`config.mk`:
```
export PLATFORM = sky130hd
export DESIGN_NAME = hazard_scoreboard_ctrl
export DESIGN_NICKNAME = d
export VERILOG_FILES = /design/src/rtl/hazard_scoreboard_ctrl.sv
export SDC_FILE = /design/constraint.sdc
export NUM_CORES = 1
export LEC_CHECK = 0
export CAP_MARGIN = 20
export CORE_MARGIN = 2
export CORE_UTILIZATION = 33
export DETAILED_ROUTE_END_ITERATION = 12
export HOLD_SLACK_MARGIN = 0.15
export PLACE_DENSITY = 0.77
export SYNTH_ARGS = -nofsm -noshare
export SYNTH_HDL_FRONTEND = slang
export SYNTH_SLANG_ARGS = --single-unit
```
`constraint.sdc`:
```
create_clock -name clock -period 1.6 [get_ports clock]
set_clock_uncertainty 0.15 [all_clocks]
set_input_delay 0.16 -clock clock [delete_from_list [all_inputs] [get_ports clock]]
set_output_delay 0.16 -clock clock [all_outputs]
set_load 0.02 [all_outputs]
```
`src/rtl/hazard_scoreboard_ctrl.sv`:
```
// ============================================================================
//  Module   : hazard_scoreboard_ctrl
//  Brief    : Busy-timer scoreboard that stalls ID on RAW hazards and squashes
//             wrong-path work on a taken branch. Optional perf counters are
//             enabled by defining HAZARD_PERF_CNT_EN.
//  Revision : 1.0  initial release
// ============================================================================
`default_nettype none

module hazard_scoreboard_ctrl #(
  parameter int NREG       = 4,
  parameter int TIMER_INIT = 3,
  parameter int CNT_W      = 16
) (
  input  logic             clock,
  input  logic             reset,
  input  logic [15:0]      ifid_ir,
  input  logic             branch_taken,
  output logic             pc_write,
  output logic             ifid_write,
  output logic             ifid_flush,
  output logic             idex_bubble,
  output logic             exmem_flush,
  output logic [NREG-1:0]  busy,
  output logic [CNT_W-1:0] stall_cycles,
  output logic [CNT_W-1:0] flush_count
);

  localparam int             c_TW   = $clog2(TIMER_INIT + 1);
  localparam logic [c_TW-1:0] c_INIT = c_TW'(TIMER_INIT);

  logic [3:0]      w_op;
  logic [1:0]      w_rs;
  logic [1:0]      w_rt;
  logic [1:0]      w_rd;
  logic            w_rd_rs;
  logic            w_rd_rt;
  logic            w_wr_en;
  logic [1:0]      w_wr_idx;
  logic [NREG-1:0] w_busy;
  logic            w_hazard;
  logic            w_issue;
  logic            w_unused_bits;

  assign w_op          = ifid_ir[15:12];
  assign w_rs          = ifid_ir[11:10];
  assign w_rt          = ifid_ir[9:8];
  assign w_rd          = ifid_ir[7:6];
  assign w_unused_bits = ^ifid_ir[5:0];

  always_comb begin
    w_rd_rs  = 1'b0;
    w_rd_rt  = 1'b0;
    w_wr_en  = 1'b0;
    w_wr_idx = w_rd;
    if (w_op <= 4'd6) begin
      w_rd_rs = 1'b1;
      w_rd_rt = 1'b1;
      w_wr_en = 1'b1;
    end else if (w_op <= 4'd8) begin
      w_rd_rs  = 1'b1;
      w_wr_en  = 1'b1;
      w_wr_idx = w_rt;
    end else if (w_op <= 4'd11) begin
      w_rd_rs = 1'b1;
      w_rd_rt = 1'b1;
    end
  end

  // Register 0 never has a timer, so its busy bit being 0 masks $0 reads.
  assign w_hazard = (w_rd_rs & w_busy[w_rs]) | (w_rd_rt & w_busy[w_rt]);
  assign w_issue  = ~reset & ~branch_taken & ~w_hazard;

  assign w_busy[0] = 1'b0;

  for (genvar r = 1; r < NREG; r++) begin : g_timer
    logic [c_TW-1:0] r_timer;
    // A timer still at its load value belongs to the producer sitting in
    // ID/EX, which a taken branch squashes.
    always_ff @(negedge clock) begin
      if (reset)
        r_timer <= '0;
      else if (branch_taken && (r_timer == c_INIT))
        r_timer <= '0;
      else if (w_issue && w_wr_en && (w_wr_idx == 2'(r)))
        r_timer <= c_INIT;
      else if (r_timer != '0)
        r_timer <= r_timer - 1'b1;
    end
    assign w_busy[r] = |r_timer;
  end

  assign busy = w_busy;

  always_comb begin
    pc_write    = 1'b1;
    ifid_write  = 1'b1;
    ifid_flush  = 1'b0;
    idex_bubble = 1'b0;
    exmem_flush = 1'b0;
    if (!reset) begin
      if (branch_taken) begin
        ifid_flush  = 1'b1;
        idex_bubble = 1'b1;
        exmem_flush = 1'b1;
      end else if (w_hazard) begin
        pc_write    = 1'b0;
        ifid_write  = 1'b0;
        idex_bubble = 1'b1;
      end
    end
  end

`ifdef HAZARD_PERF_CNT_EN
  logic [CNT_W-1:0] r_stall_cycles;
  logic [CNT_W-1:0] r_flush_count;

  always_ff @(negedge clock) begin
    if (reset) begin
      r_stall_cycles <= '0;
      r_flush_count  <= '0;
    end else begin
      if (w_hazard && !branch_taken && (r_stall_cycles != '1))
        r_stall_cycles <= r_stall_cycles + 1'b1;
      if (branch_taken && (r_flush_count != '1))
        r_flush_count <= r_flush_count + 1'b1;
    end
  end

  assign stall_cycles = r_stall_cycles;
  assign flush_count  = r_flush_count;
`else
  assign stall_cycles = '0;
  assign flush_count  = '0;
`endif

endmodule

`default_nettype wire
```
[After elaboration in Yosys (flattened, before gate mapping)]
Index checks and enable logic that the tools add are counted.
Word-level totals
  bits in registers: 6
  input bits: 19
  output and inout bits: 41
  logic and storage cells: 71
Operators by class
  add/sub/neg operators: 3
  order comparisons: 5
  eq/ne operators: 6
  muxes and demuxes: 27
  bitwise gates (word level): 8
  reduce and logical (&&, ||, !) cells: 19
Operators with widths (count)
  2-to-1 mux 1 bit: 17
  2-to-1 mux 2 bit: 8
  nonzero test 2 bit: 6
  OR reduction 2 bit: 6
  == test 2 bit, second input constant: 5
  less-or-equal comparator 4 bit, second input constant: 2
  logical AND 1 bit: 7
  less-than comparator 2 x 3 -> 1 bit, second input constant: 2
  subtractor 2 x 1 -> 2 bit, second input constant: 3
  bitwise AND 1 bit: 4
  binary-select mux 1 bit (select 2 bit): 2
  less-or-equal comparator 4 x 3 -> 1 bit, second input constant: 1
  inverter 1 bit: 3
  == test 2 x 1 -> 1 bit, second input constant: 1
  OR 1 bit: 1

[Longest topological paths before layout]
Gate-level depths: netlist of the first run.
  depth after elaboration: 11
  gate-level depth with buffers: 8
  gate-level depth less buffers: 7

==> results of run 1 <==
==> routing by layer <==
layer	share of wire [%]	up-vias	track usage (%)	routed length, µm
li1	-	448	-	-
met1	34	421	13.6	854
met2	53	46	28.4	1340
met3	6.5	14	4.76	166
met4	6.8	0	10.6	173
met5	0	-	0	0
==> through the flow <==
stage	instance area [µm²]	hold WS, ps	setup TNS, ps
finish	1360	495	-10080
global route	1360	522	-10760
detailed placement	1210	482	-14450
CTS	1350	476	-9380
floorplan	1130	217	-5880
global placement	1210	453	-13670
==> worst max-delay path: stages, from the launching register on <==
cell and delay [ps]:
dfxtp_2 320, inv_2 50, ha_4 150, buf_6 120
mux2i_1 210, a32oi_1 180, a31oi_2 210, buf_4 160
==> repair_timing <==
item                                    4_1_cts  5_1_grt
resized for setup                            70       12
endpoints found under the setup margin       14       14
pin swaps                                    10        3
buffers inserted                              8        4
==> logic make-up after synthesis <==
| group | Yosys count |
|---|---|
| flip-flops | 6 |
| buffers and inverters | 49 |
| adder cells (fa/ha/maj) | 6 |
| multiplexers | 4 |
| AND/OR/NAND/NOR | 26 |
| other | 1 |
| XOR/XNOR | 3 |
| AO/OA/AOI/OAI | 26 |
==> how the worst min path moves through the flow <==
stage,startpoint,end,slack [ps],depth (start not counted)
global placement,g_timer[3].r_timer[1],g_timer[3].r_timer[1],450,3
floorplan,reset,idex_bubble,220,1
CTS,g_timer[1].r_timer[1],g_timer[1].r_timer[1],480,3
detailed placement,g_timer[3].r_timer[1],g_timer[3].r_timer[1],480,3
global route,g_timer[1].r_timer[1],g_timer[1].r_timer[1],520,3
finish,g_timer[1].r_timer[1],g_timer[1].r_timer[1],500,3
==> cell usage in the layout (no fill, tap or decap), drive strengths merged <==
master         instances
dlygate4sd2            2
o31ai                  3
mux2i                  1
a32oi                  1
nor2                   3
nand4b                 2
clkdlybuf4s50          5
a31oi                  1
mux2                   3
clkdlybuf4s15          1
conb                  33
o22ai                  2
buf                   39
nor4b                  1
o21a                   1
a21oi                  9
nand3                  3
a32o                   1
a211oi                 3
xor2                   3
nand2                  9
nand2b                 2
inv                   16
clkbuf                 4
dfxtp                  6
ha                     6
nand3b                 2
nor2b                  3
a21o                   5
and4b                  1
==> power groups by stage <==
stage | Sequential (mW) | Combinational [mW] | Clock, mW
global placement | 0.246 | 0.964 | 0.0271
detailed placement | 0.251 | 1.02 | 0.0271
finish | 0.249 | 1.20 | 0.193
floorplan | 0.257 | 0.706 | 0.0271
global route | 0.254 | 1.30 | 0.224
CTS | 0.248 | 1.15 | 0.207
==> final cells by class <==
class / count / area [µm²] / share of cell area, %
Multi-Input combinational cell: 98 / 701 / 51.7
Timing Repair Buffer: 48 / 400 / 29.5
Sequential cell: 6 / 128 / 9.42
Inverter: 10 / 42.5 / 3.14
Tap cell: 31 / 38.8 / 2.86
Clock buffer: 3 / 22.5 / 1.66
Clock inverter: 6 / 22.5 / 1.66
==> results.yml, run 1 <==
status:
  outcome: "finished with violations"
  violations: "negative setup slack"
synthesis:
  synth_cell_type_count: 28
  synth_area_leaders: "buf_4 29%, dfxtp_1 13%, ha_1 8.0%"
  synth_warnings: 0
  syn_inst: 121
  synth_edf_count: 0
  synth-seq-cells: 6
  muxShareOfSynthArea_pct: 4.69
  synth_top_area_share_pct: 28.9
  synthAdderAreaFrac_pct: 8.03
  synth_compound_area_share_pct: 19.5
  async_flop_share_pct: 0
  synthesis.area_um2: 935
  synth.most_common_cell: "buf_4"
  yosys_most_used_dff: "dfxtp_1"
  yosys-top-cells-count: "36 x buf_4, 11 x inv_1, 9 x a21oi_1, 9 x nand2_1"
  synth_area_leader_cell: "buf_4"
  synth_xor_area_share_pct: 2.81
  syn_avg_cell_area_um2: 7.72
  synth_top_family_by_area: "buffers and inverters"
  ys_seq_area_share_pct: 12.9
  synth-simple-area-share_pct: 15.9
critical_path:
  cp-endpoint: "idex_bubble"
  end_kind: "output pin"
  path_max_fanout: 3
  cp-start-kind: "flop"
  critPathRequiredTime_ps: 1290
  rrSetupSlack_ps: -310
  crit_start: "g_timer[3].r_timer[1]"
  critPathKind: "flop to output pin"
  rr_endpoint: "g_timer[3].r_timer[0]"
  crit_arrival_ps: 2520
  r2r-start: "g_timer[3].r_timer[1]"
  r2r_cells: 10
drt:
  vias: 929
  drtAntennaViolNets: 0
  wirelength_um: 2540
  avgViaCountPerCell: 4.60
  drtPass1Iterations: 4
  wl_per_cell_um: 12.6
  drc: 0
  initialDrtViolationCount: 7
power:
  power.internal_mw: 0.931
  p_switching_mw: 0.713
  pwr-share-clk_pct: 11.7
  leakage_nw: 0.701
  sw_frac_of_total_pct: 43.4
  share_comb_of_total_power_pct: 73.1
  power_frac_seq_pct: 15.2
  p_per_area_nw_per_um2: 1210
  total_power_mw: 1.64
  peakVddDrop_uv: 748
grt:
  antenna_found_initial: 0
  grt_use_total_pct: 15.2
  grt_start_max_net_pins: 10
  grt_pass1_vias: 904
  grt-ovfl-total: 0
  grt_pass1_wl_um: 3800
place:
  port_buffers: 20
  gp_congestion: 0.760
  dpl.hpwl_um: 1700
  dpl_worst_slack_ps: -1410
  placedCellCount: 185
cts:
  clk_latency_ps: 300
  clock-root-buffer: "clkbuf_4"
  clkSinkCount: 6
  cts_hold_buf: 0
  tritoncts.num_buffers: 3
  cts.htree.levels: 1
  cts_tree: "built"
  clock_path_buffers: 2
  clkTransAtPathRegs_ps: 30
floorplanning:
  num_rows: 19
  dieArea_um2: 3270
  die_w_um: 57.2
  io_pins: 60
  start_util_pct: 34.2
  die_height_um: 57.2
  core_area_um2: 2730
min_path:
  holdCritPathClass: "flop to flop"
layout:
  fin_util_pct: 49.6
  largest_reg_flops: 6
  nFillCells: 259
  top_register: "g_timer.r_timer"
  finalNetCount: 198
  stdcell_count: 202
  diodes: 0
  drive_above_1_share_pct: 45.0
  largestRegisters: "g_timer.r_timer (6)"
  area_growth_pct: 45.0
sta:
  worst_slack_ps: -1230
  setup_viol: 12
  final_max_slew_viol_count: 0
  finalHoldViolCount: 0
  rsz0062_at_grt: "true"
flow_run:
  maxCapViolations: 0
Note: power is estimated with default switching activity, not from simulation.
==> run 2, diff against run 1 <==
--- a/config.mk
+++ b/config.mk
@@ -8,6 +8,7 @@
 export CAP_MARGIN = 20
 export CORE_MARGIN = 2
 export CORE_UTILIZATION = 33
+export CTS_CLUSTER_SIZE = 16
 export DETAILED_ROUTE_END_ITERATION = 12
 export HOLD_SLACK_MARGIN = 0.15
 export PLACE_DENSITY = 0.77
==> results of run 2 <==
Final layout, timing and power as in run 1 (identical DEF).
==> edit 1, RTL diff (flow settings as in run 1) <==
Change the parameter `TIMER_INIT` from 3 to 6.
--- a/src/rtl/hazard_scoreboard_ctrl.sv
+++ b/src/rtl/hazard_scoreboard_ctrl.sv
@@ -9,7 +9,7 @@
 
 module hazard_scoreboard_ctrl #(
   parameter int NREG       = 4,
-  parameter int TIMER_INIT = 3,
+  parameter int TIMER_INIT = 6,
   parameter int CNT_W      = 16
 ) (
   input  logic             clock,
Formal check against the unedited RTL: not equivalent (a bounded check fails within 10 cycles, from zero or initial values).
==> edit 1 against run 1 <==
The flow still finishes with violations (setup timing). Utilization grew 9.8 points. Worst setup slack lost 73 ps. Sequential cell count grew 3. Area after synthesis shrank 6.4%. Design area grew 9.5%. Wire length grew 12%. Highest routed layer unchanged.
Power is not compared: it rests on default switching activity, and its combinational part moved more than twofold at a synthesized area within 25%.
==> edit 1: results <==
export IMPL_outcome="finished, violations left"
export IMPL_violations="setup timing"
export IMPL_worstPathArrival_ps=2590
export IMPL_drtIter0Drc=27
export IMPL_cp_startpoint="g_timer[1].r_timer[1]"
export IMPL_grt_max_degree=12
export IMPL_r2r_cells=8
export IMPL_netlist_top_cells_count="buf_4, dfxtp_1, a21oi_1, a31oi_1"
export IMPL_finalSetupViolCount=15
export IMPL_r2r_end="g_timer[3].r_timer[0]"
export IMPL_wl_per_cell_um=14.5
export IMPL_grtUsageTotal=0.188
export IMPL_gp_routability_congestion=0.830
export IMPL_synth_xor_area_frac=0
export IMPL_clk_latency_ps=330
export IMPL_r2r_slack_ps=-550
export IMPL_reg_top3="g_timer.r_timer x9"
export IMPL_synth_compound_area_frac=0.258
export IMPL_cts_clk_slew_worst_paths_ps=50
export IMPL_placed_cells_incl_taps=174
export IMPL_setup_ws_ps=-1300
export IMPL_r2r_start="g_timer[1].r_timer[1]"
export IMPL_hold_path_end="g_timer[3].r_timer[2]"
export IMPL_stdcell_count=196
export IMPL_hp_start="g_timer[3].r_timer[0]"
export IMPL_grt_pass1_wl_um=4540
export IMPL_synth_area_mux_share=0.0172
export IMPL_via_count=983
## edit 1: repair_timing
action / in CTS / in global routing
endpoints found under the hold margin: 0 / 0
cloned: 1 / 0
endpoints found under the setup margin: 17 / 15
setup buffers: 13 / 4
resized for setup: 101 / 26
pin swaps: 5 / 8
## edit 1: per-layer routing
| metal | up-vias | track usage | wire length, um |
|---|---|---|---|
| met5 | - | 0 | 0 |
| met4 | 0 | 0.0627 | 50 |
| met3 | 8 | 0.0468 | 249 |
| met2 | 65 | 0.376 | 1600 |
| met1 | 468 | 0.183 | 943 |
| li1 | 442 | - | - |
## edit 1: cell type report
type | count | area, sq um | area share
multi-input combinational | 90 | 719 | 0.485
clock buffer | 3 | 22.5 | 0.0152
clock inverter | 10 | 37.5 | 0.0253
timing repair buffer | 50 | 464 | 0.313
tap | 30 | 37.5 | 0.0253
sequential | 9 | 188 | 0.126
inverter | 4 | 15.0 | 0.0101
## edit 1: power by group through the flow
stage	clock (mW)	combinational, mW	sequential, mW
after floorplan	0.0385	0.236	0.244
after global placement	0.0385	0.287	0.240
after detailed placement	0.0385	0.295	0.240
after CTS	0.259	0.396	0.238
after global routing	0.296	0.421	0.238
final	0.254	0.402	0.238
## edit 1: per-stage QoR
step           area, sq um  setup slack [ps]   util  setup TNS (ps)  hold WS, ps
2_1_floorplan         1060             -1030      -           -7650          315
3_3_place_gp          1180             -1350  0.471          -17610          447
3_5_place_dp          1180             -1390  0.471          -18350          475
4_1_cts               1450             -1250  0.581          -16110          457
5_1_grt               1480             -1350  0.594          -11670          502
6_report              1480             -1300  0.594          -11280          481
## edit 1: worst max-delay path: stages (launching register included)
cell and delay (ps):
dfxtp_2 320, or3_4 370, mux2_4 290, a31oi_4 180, a31oi_1 120, buf_2 170
==> edit 2, RTL diff (config.mk and constraints of run 1) <==
Made on the original files. Build with the macro `HAZARD_PERF_CNT_EN` defined.
--- a/src/rtl/hazard_scoreboard_ctrl.sv
+++ b/src/rtl/hazard_scoreboard_ctrl.sv
@@ -6,6 +6,8 @@
 //  Revision : 1.0  initial release
 // ============================================================================
 `default_nettype none
+
+`define HAZARD_PERF_CNT_EN
 
 module hazard_scoreboard_ctrl #(
   parameter int NREG       = 4,
Formal check against the unedited RTL: not equivalent (a bounded check fails within 4 cycles, from zero or initial values and one cycle with reset high).
==> edit 2 against run 1 <==
The run still ends with setup timing left. Via count grew to 3.1 times the old value. Wire length grew to 3.5 times the old value. Combinational power grew 68%. Design area grew to 3.4 times the old value. Die area grew 120%. Worst setup slack lost 81 ps. Power grew to 2.7 times the old value. Sequential cell count grew 32. Area after synthesis grew 140%. Largest power group unchanged.
==> edit 2: results <==
export IMPL_dp_hpwl_um=4990
export IMPL_r2r_slack_ps=-960
export IMPL_finalSetupViolCount=76
export IMPL_min_path_cells=3
export IMPL_antenna_found_initial=0
export IMPL_intPower_mw=2.80
export IMPL_place_area_sq_mm=0.00354
export IMPL_fin_area_sq_mm=0.00459
export IMPL_grtUsageTotal=0.219
export IMPL_portBuffers=52
export IMPL_viasPerCell=5.42
export IMPL_diodes=0
export IMPL_r2r_cells=12
export IMPL_cts_buffers=5
export IMPL_synthDistinctLibCells=49
export IMPL_ir_drop_v=0.000603
export IMPL_drive_above_1_share=0.643
export IMPL_outcome="finished, violations left"
export IMPL_r2r_start="g_timer[2].r_timer[1]"
export IMPL_grt_pass1_wl_um=13200
export IMPL_hold_path_class="register to register"
export IMPL_grt_max_degree=14
export IMPL_cts_path_max_buffers=2
export IMPL_gp_routability_congestion=0.837
export IMPL_cts_max_level=2
export IMPL_cpMaxStageDelayCell="dfxtp_2"
export IMPL_cts_clk_slew_worst_paths_ps=50
export IMPL_timing_setup_tns_ps=-40710
export IMPL_drtIter0Drc=87
export IMPL_p_leak_nw=2.09
export IMPL_yosysSeqAreaShare=0.346
export IMPL_hold_path_end="stall_cycles[6]"
export IMPL_synthTopCellsByArea="dfxtp_1, xor2_1, a21oi_1"
export IMPL_hp_start="stall_cycles[6]"
export IMPL_cts_root_buf="clkbuf_8"
export IMPL_setup_ws_ps=-1310
export IMPL_dr_pass1_iters=4
export IMPL_violations="setup timing"
export IMPL_whs_ps=458
export IMPL_netlist_top_cells_count="dfxtp_1, a21oi_1, nor2_1"
export IMPL_worstPathArrival_ps=2600
export IMPL_grt_pass1_vias=3066
export IMPL_num_fill_cells=457
export IMPL_nNetsFinal=488
export IMPL_clk_latency_ps=370
export IMPL_r2r_end="stall_cycles[4]"
export IMPL_wl_per_cell_um=16.7
==> edit 2: worst max path at each step <==
stage | start | to | slack, ps | cells after the start
floorplan | g_timer[1].r_timer[0] | pc_write | -1200 | 9
global placement | g_timer[3].r_timer[1] | ifid_write | -1480 | 7
detailed placement | g_timer[3].r_timer[1] | pc_write | -1540 | 7
CTS | g_timer[3].r_timer[1] | pc_write | -1290 | 7
global route | g_timer[3].r_timer[1] | pc_write | -1360 | 7
finish | g_timer[2].r_timer[1] | pc_write | -1310 | 7
==> edit 2: power groups by stage <==
stage	Sequential [mW]	Combinational, mW	Clock (mW)
6_report	1.09	2.02	1.26
5_1_grt	1.10	2.13	1.38
4_1_cts	1.09	1.80	1.27
3_5_place_dp	1.10	1.35	0.149
3_3_place_gp	1.09	1.27	0.149
2_1_floorplan	1.13	0.740	0.149
==> edit 2: kinds of logic after synthesis <==
family | count (synthesis) | synth area share
and+or+nand+nor | 95 | 0.245
DFF | 38 | 0.346
buffers and inverters | 29 | 0.0626
AOI/OAI and AO/OA | 65 | 0.200
other | 1 | 0.00171
adders and majority gates | 8 | 0.0456
xor gates and xnor gates | 16 | 0.0638
muxes | 7 | 0.0347
==> edit 2: layer usage <==
layer / GRT usage / wire length [um] / vias to the layer above
li1: - / - / 1363
met1: 0.220 / 3300 / 1420
met2: 0.418 / 5030 / 111
met3: 0.0577 / 458 / 28
met4: 0.0967 / 199 / 0
met5: 0 / 0 / -
==> edit 2: stage by stage <==
stage               instances  setup WS, ps
finish                    539         -1310
global route              539         -1360
CTS                       525         -1290
detailed placement        458         -1540
global placement          458         -1480
floorplan                 259         -1200
==> edit 2: repair_timing <==
| item | 4_1_cts | 5_1_grt |
|---|---|---|
| gates resized for setup | 340 | 58 |
| hold buffers | 0 | 0 |
| endpoints found under the setup margin | 78 | 78 |
| gates cloned | 2 | 0 |
| pin swaps | 39 | 37 |
| setup buffers | 23 | 21 |
| hold endpoints to repair | 0 | 0 |
==> edit 2: worst reg2reg max path, delay by kind of cell, from the launching register on <==
family	cells	cell delay (ps)
AOI/OAI and AO/OA	3	480
DFF	1	330
buffers and inverters	6	800
and+or+nand+nor	2	550
adders and majority gates	1	180
==> edit 2: layout make-up <==
class,instances,share of cell area
multi-input cells,192,0.383
repair buffers,174,0.353
inverters,12,0.0115
flip-flops and latches,38,0.176
well taps,77,0.0210
clock buffers,5,0.0150
clock inverters,41,0.0406
